==> src/rtl/shared_mem_ctrl_pkg.sv <==
// Shared definitions for the shared instruction/data memory controller:
// FSM state codes, arbitration mode constants and port identifiers.
package shared_mem_ctrl_pkg;

    typedef enum logic [1:0] {
        IDLE   = 2'd0,
        IFETCH = 2'd1,
        DACC   = 2'd2,
        RESP   = 2'd3
    } state_e;

    typedef enum logic {
        PORT_FETCH = 1'b0,
        PORT_DATA  = 1'b1
    } port_e;

    localparam int ARB_DATA_FIRST = 0;
    localparam int ARB_RR         = 1;

endpackage

==> src/rtl/shared_mem_ctrl_sram.sv <==
// Single-port synchronous byte array with one-cycle registered read.
// The array `mem` is intentionally a plain variable so benches can preload it.
module sram_sp_sync #(
    parameter int BYTE_W = 8,
    parameter int DEPTH  = 512,
    localparam int AW    = (DEPTH > 1) ? $clog2(DEPTH) : 1
) (
    input  logic              clk,
    input  logic              we,
    input  logic [AW-1:0]     addr,
    input  logic [BYTE_W-1:0] wdata,
    output logic [BYTE_W-1:0] rdata
);

    logic [BYTE_W-1:0] mem [DEPTH];
    logic [BYTE_W-1:0] rdata_q;

    always_ff @(posedge clk) begin
        if (we) begin
            mem[addr] <= wdata;
        end
        rdata_q <= mem[addr];
    end

    assign rdata = rdata_q;

endmodule

==> src/rtl/shared_mem_ctrl.sv <==
// Shared instruction-fetch / data load-store controller over one single-port
// byte memory: arbitration, little-endian fetch assembly and write protection.
module shared_mem_ctrl
    import shared_mem_ctrl_pkg::*;
#(
    parameter int BYTE_W    = 8,
    parameter int ADDR_W    = 9,
    parameter int DEPTH     = 512,
    parameter int IF_BYTES  = 2,
    parameter int PROT_BASE = 32,
    parameter int ARB_MODE  = 0
) (
    input  logic                       clk,
    input  logic                       rst_n,
    input  logic                       prot_en,
    input  logic                       i_req,
    input  logic [ADDR_W-1:0]          i_addr,
    output logic                       i_ack,
    output logic [BYTE_W*IF_BYTES-1:0] i_rdata,
    input  logic                       d_req,
    input  logic                       d_we,
    input  logic [ADDR_W-1:0]          d_addr,
    input  logic [BYTE_W-1:0]          d_wdata,
    output logic                       d_ack,
    output logic [BYTE_W-1:0]          d_rdata,
    output logic                       d_err
);

    localparam int MAW    = (DEPTH > 1) ? $clog2(DEPTH) : 1;
    localparam int IW     = BYTE_W * IF_BYTES;
    localparam int BEAT_W = (IF_BYTES > 1) ? $clog2(IF_BYTES) : 1;
    localparam logic [ADDR_W-1:0] LOW_MASK = ADDR_W'((1 << $clog2(IF_BYTES)) - 1);

    function automatic logic [MAW-1:0] wrap_addr(input logic [ADDR_W:0] a);
        logic [ADDR_W:0] r;
        r = a % (ADDR_W+1)'(DEPTH);
        return r[MAW-1:0];
    endfunction

    state_e              state_q, state_d;
    port_e               port_q, port_d, last_q, last_d;
    logic [BEAT_W-1:0]   beat_q, beat_d;
    logic [ADDR_W-1:0]   addr_q, addr_d;
    logic                we_q, we_d, err_q, err_d;
    logic [BYTE_W-1:0]   wdata_q, wdata_d;
    logic [IW-1:0]       buf_q, buf_d, i_rdata_q, i_rdata_d;
    logic [BYTE_W-1:0]   d_rdata_q, d_rdata_d;

    logic                gnt_data, acc_err, mem_we;
    logic [ADDR_W-1:0]   i_base;
    logic [MAW-1:0]      mem_addr;
    logic [BYTE_W-1:0]   mem_rdata;

    // Data wins unless round-robin says fetch is due.
    assign gnt_data = d_req && (!i_req || (ARB_MODE == ARB_DATA_FIRST) || (last_q == PORT_FETCH));
    assign i_base   = i_addr & ~LOW_MASK;
    assign acc_err  = ({1'b0, d_addr} >= (ADDR_W+1)'(DEPTH)) ||
                      (d_we && prot_en && ({1'b0, d_addr} >= (ADDR_W+1)'(PROT_BASE)));

    // The memory address runs one cycle ahead of the state that consumes the byte.
    always_comb begin
        mem_addr = wrap_addr({1'b0, addr_q});
        case (state_q)
            IDLE:    mem_addr = gnt_data ? wrap_addr({1'b0, d_addr}) : wrap_addr({1'b0, i_base});
            IFETCH:  mem_addr = wrap_addr({1'b0, addr_q} + (ADDR_W+1)'(beat_q) + (ADDR_W+1)'(1));
            default: mem_addr = wrap_addr({1'b0, addr_q});
        endcase
    end

    // Gated by rst_n so a write caught by reset never commits.
    assign mem_we = (state_q == DACC) && we_q && !err_q && rst_n;

    sram_sp_sync #(
        .BYTE_W(BYTE_W),
        .DEPTH (DEPTH)
    ) u_sram (
        .clk  (clk),
        .we   (mem_we),
        .addr (mem_addr),
        .wdata(wdata_q),
        .rdata(mem_rdata)
    );

    always_comb begin
        state_d   = state_q;
        port_d    = port_q;
        last_d    = last_q;
        beat_d    = beat_q;
        addr_d    = addr_q;
        we_d      = we_q;
        wdata_d   = wdata_q;
        err_d     = err_q;
        buf_d     = buf_q;
        i_rdata_d = i_rdata_q;
        d_rdata_d = d_rdata_q;
        case (state_q)
            IDLE: begin
                if (gnt_data) begin
                    state_d = DACC;
                    port_d  = PORT_DATA;
                    last_d  = PORT_DATA;
                    addr_d  = d_addr;
                    we_d    = d_we;
                    wdata_d = d_wdata;
                    err_d   = acc_err;
                end else if (i_req) begin
                    state_d = IFETCH;
                    port_d  = PORT_FETCH;
                    last_d  = PORT_FETCH;
                    addr_d  = i_base;
                    beat_d  = '0;
                    err_d   = 1'b0;
                end
            end
            IFETCH: begin
                buf_d[int'(beat_q)*BYTE_W +: BYTE_W] = mem_rdata;
                if (beat_q == BEAT_W'(IF_BYTES-1)) begin
                    i_rdata_d = buf_d;
                    state_d   = RESP;
                end else begin
                    beat_d = beat_q + BEAT_W'(1);
                end
            end
            DACC: begin
                if (!we_q) begin
                    d_rdata_d = err_q ? '0 : mem_rdata;
                end
                state_d = RESP;
            end
            default: state_d = IDLE;
        endcase
    end

    always_ff @(posedge clk) begin
        if (!rst_n) begin
            state_q   <= IDLE;
            beat_q    <= '0;
            last_q    <= PORT_DATA;
            i_rdata_q <= '0;
            d_rdata_q <= '0;
        end else begin
            state_q   <= state_d;
            beat_q    <= beat_d;
            last_q    <= last_d;
            i_rdata_q <= i_rdata_d;
            d_rdata_q <= d_rdata_d;
        end
    end

    always_ff @(posedge clk) begin
        port_q  <= port_d;
        addr_q  <= addr_d;
        we_q    <= we_d;
        wdata_q <= wdata_d;
        err_q   <= err_d;
        buf_q   <= buf_d;
    end

    assign i_ack   = (state_q == RESP) && (port_q == PORT_FETCH);
    assign d_ack   = (state_q == RESP) && (port_q == PORT_DATA);
    assign d_err   = d_ack && err_q;
    assign i_rdata = i_rdata_q;
    assign d_rdata = d_rdata_q;

endmodule

==> config.mk <==
export PLATFORM = sky130hd
export DESIGN_NAME = shared_mem_ctrl
export DESIGN_NICKNAME = d
export VERILOG_FILES = /design/src/rtl/shared_mem_ctrl_pkg.sv /design/src/rtl/shared_mem_ctrl_sram.sv /design/src/rtl/shared_mem_ctrl.sv
export SDC_FILE = /design/constraint.sdc
export NUM_CORES = 2
export LEC_CHECK = 0
export ABC_CLOCK_PERIOD_IN_PS = 8900
export BUFFER_PORTS_ARGS = -buffer_cell sky130_fd_sc_hd__buf_2
export CORE_UTILIZATION = 60
export CTS_CLUSTER_SIZE = 8
export DETAILED_ROUTE_END_ITERATION = 8
export GPL_ROUTABILITY_DRIVEN = 0
export PLACE_DENSITY = 0.76
export SYNTH_ARGS = -nofsm -noshare
export SYNTH_HDL_FRONTEND = slang
export SYNTH_SLANG_ARGS = --single-unit
export TNS_END_PERCENT = 100
==> constraint.sdc <==
create_clock -name clk -period 8.9 [get_ports clk]
set_clock_uncertainty 0.1 [all_clocks]
set_input_delay 2.67 -clock clk [delete_from_list [all_inputs] [get_ports clk]]
set_output_delay 2.67 -clock clk [all_outputs]
set_load 0.005 [all_outputs]
==> key figures <==
Run status
  – Outcome: completed

Floorplan
  – Die area: 0.276 mm^2
  – Die X: 525 um
  – # rows: 191
  – Chip Height: 525 um
  – Core ar.: 0.271 mm^2
  – Starting Density: 60.5%
  – Num ports: 59

Worst setup path
  – Startpoint types: primary input
  – Crit Path Class: in2reg
  – Delay of the slowest critical-path stage: 940 ps
  – Crit path DAT: 8120 ps
  – Worst path cell trace: buf_2 -> mux2_4 -> a211o_4 -> nand2_4 -> buf_12 -> a211oi_1 -> a311oi_1 -> o41ai_1 -> nand4_1 -> a32o_1 -> or4_1
  – Critical Path RT: 9590 ps
  – Slowest cell on crit path: o41ai_1
  – Crit-path max FO: 215
  – Worst Setup End Kind: register

Power and ir drop
  – Pwr dens: 375 mW/mm^2
  – Sequential power share: 32.5%
  – Switch share: 38.8%
  – Logic gate share of total power: 38.9%
  – Switching power: 26.9 mW
  – Power share of the clock group: 28.6%
  – Pint: 42.4 mW
  – Total power draw: 69.3 mW
  – Peak VDD IR: 0.782 mV
  – P_leak: 60.0 nW

Synthesis
  – Ys async rst share: 0%
  – EDFF count, synth: 4124
  – Unique masters post-synth: 52
  – Synthesized area per cell: 16.0 um^2
  – Top_reg_cell synth: edfxtp_1
  – Mapped Cells: 10200
  – Cell area after synthesis: 0.164 mm^2
  – Register area share after synthesis: 75.9%
  – YS warnings: 0
  – Net count after synthesis: 10300
  – Synth Register Bits: 4159

Timing
  – Fin. max-slew vios: 0
  – Slew @ Worst Pin: 1310 ps
  – Setup_tns: 0 ps
  – Fin crit period: 7430 ps
  – Final critical-path share of the clock period: 83.4%
  – WHS: 359 ps
  – Final setup viols: 0
  – PnR worst setup slack: 1470 ps
  – Fmax: 135 MHz
  – Final Hold Vio Count: 0
  – Slew headroom: 12.9%
  – RSZ-0062 raised after global routing: no

Final layout
  – Fraction of layout cells with a size suffix above 1: 13.3%
  – Final Util: 68.0%
  – Final nets: 10400
  – Cell area after layout: 0.185 mm^2
  – Layout Cells excl Fill: 14000
  – Synth-to-layout area growth: 12.5%

Routing
  – Post-DRT Antenna Nets: 0
  – Vias/cell: 7.09
  – 1st-iter DRT viols: 14900
  – Vias: 99400
  – DR WL/cell: 31.4 um
  – DRC Markers: 0
  – WL final: 440 mm
  – Drt pass-1 iters: 6

Placed design
  – PortBufs: 57
  – DP HPWL: 234 mm
  – Placed cell areas: 0.169 mm^2
  – Cells after DPL: 13300
  – Pre-CTS setup slack: 725 ps

Clock network
  – CTS Root Cell: clkbuf_16
  – Post-CTS setup buffers: 0
  – Num Clock Sinks: 4159
  – Clock transition at path regs: 50 ps
  – Bufs on Longest Clock Path: 4
  – Cts bufs inserted: 594
  – Clk_lat worst skew: 930 ps
  – Resize count post-CTS: 0
  – Hold-fix buffers, CTS: 0
  – H-tree depth: 6
  – CTS tree: yes

GRT
  – GRT Util Overall: 31.4%
  – GRT overflow: 0
  – First-pass GRT wire length: 643 mm
  – Largest net degree at the start of global routing: 216
  – Antenna violations before repair: 14
  – Vias in the first global route: 97600

Hold path
  – Hold Path Class: reg2reg

Run
  – Max_cap viols: 0
==> state kept, by name, indices dropped and copies added, names as in the netlist <==
name / count
d_rdata: 8
buf_q: 8
u_sram.mem: 4096
err_q: 1
u_sram.rdata: 8
addr_q: 9
i_rdata: 16
state_q: 2
wdata_q: 8
beat_q: 1
we_q: 1
port_q: 1
==> cells by family after synthesis <==
logic type	after synthesis	share of synthesized area, %
compound gates	1939	9.46
fa+ha+maj	9	0.0686
buf+inv	886	2.30
flops	4159	75.9
mux	322	4.29
simple gates	2929	8.02
==> cell usage in the layout (no fill, tap or decap), drive strengths merged, types with 35 or more instances in the layout <==
| cell | count |
|---|---|
| nand2 | 1525 |
| and3 | 721 |
| a21oi | 85 |
| a211oi | 720 |
| a22oi | 129 |
| nand4 | 45 |
| nor2 | 545 |
| clkbuf | 649 |
| dfxtp | 35 |
| o41ai | 168 |
| a311oi | 722 |
| mux4 | 304 |
| edfxtp | 4124 |
| buf | 390 |
==> critical path: cells and delay by family <==
kind                   cells  cell delay [ps]
AO/OA/AOI/OAI              5             2600
buffers and inverters      2              710
multiplexers               1              260
AND/OR/NAND/NOR            3             1550
==> power by group through the flow <==
stage / combinational [mW] / sequential, mW / clock (mW)
finish: 26.9 / 22.6 / 19.8
global route: 28.0 / 22.5 / 20.7
CTS: 26.3 / 22.5 / 19.9
detailed placement: 25.9 / 22.9 / 0
global placement: 25.2 / 22.9 / 0
floorplan: 16.1 / 23.7 / 0
==> metal layers <==
layer | GRT usage, % | part of all wire (%)
met4 | 13.8 | 4.6
met2 | 48.9 | 47
met3 | 8.05 | 13
met1 | 42.2 | 36
met5 | 0 | 0.032
==> worst paths after layout <==
path	from	to	slack [ps]	cells after the start
worst min-delay path	i_rdata[11]$_SDFFE_PN0P_	i_rdata[11]$_SDFFE_PN0P_	360	2
worst max-delay path	d_req	u_sram.rdata[7]$_DFF_P_	1470	11
worst min register to register	i_rdata[11]$_SDFFE_PN0P_	i_rdata[11]$_SDFFE_PN0P_	360	2
worst max register to register	state_q[1]$_SDFFE_PN0P_	u_sram.rdata[7]$_DFF_P_	2470	12
==> cells in the mapped netlist, types with 2 or more instances <==
cell type,instances,area (um^2)
a22o_1,24,210
o31ai_1,25,188
a31oi_1,2,12.5
nor4_1,16,100
a21o_1,3,22.5
buf_2,190,951
edfxtp_1,4124,124000
buf_1,87,327
a211oi_1,720,5410
nand2_1,1525,5720
mux2_2,15,169
a32o_1,21,210
and3_1,721,4510
a311oi_1,722,6320
a21oi_1,85,425
buf_4,38,285
mux4_2,304,6850
nor2b_1,17,106
a22oi_1,129,968
and4_1,4,35.0
o21ai_0,5,25.0
o41ai_1,168,1470
and2_1,5,31.3
ha_1,9,113
buf_6,10,113
nor2_1,545,2050
nor3b_1,8,60.1
nand4_1,45,282
a21boi_0,17,128
o21a_1,2,15.0
or4_1,8,60.1
clkbuf_1,553,2080
mux2i_1,2,20.0
dfxtp_1,35,701
nand2b_1,6,37.5
inv_1,8,30.0
o22ai_1,10,62.6
nand3_1,22,110
==> cell type report <==
| cell class | count | area, um^2 |
|---|---|---|
| antenna | 4 | 10.0 |
| fill | 16500 | 86800 |
| tap | 3570 | 4470 |
| sequential | 4159 | 125000 |
| inverter | 8 | 30.0 |
| clock buffer | 649 | 15400 |
| timing repair buffer | 390 | 3620 |
| clock inverter | 36 | 539 |
| multi-input combinational | 5199 | 36100 |
No activity file was read; power rests on OpenSTA's default activity.
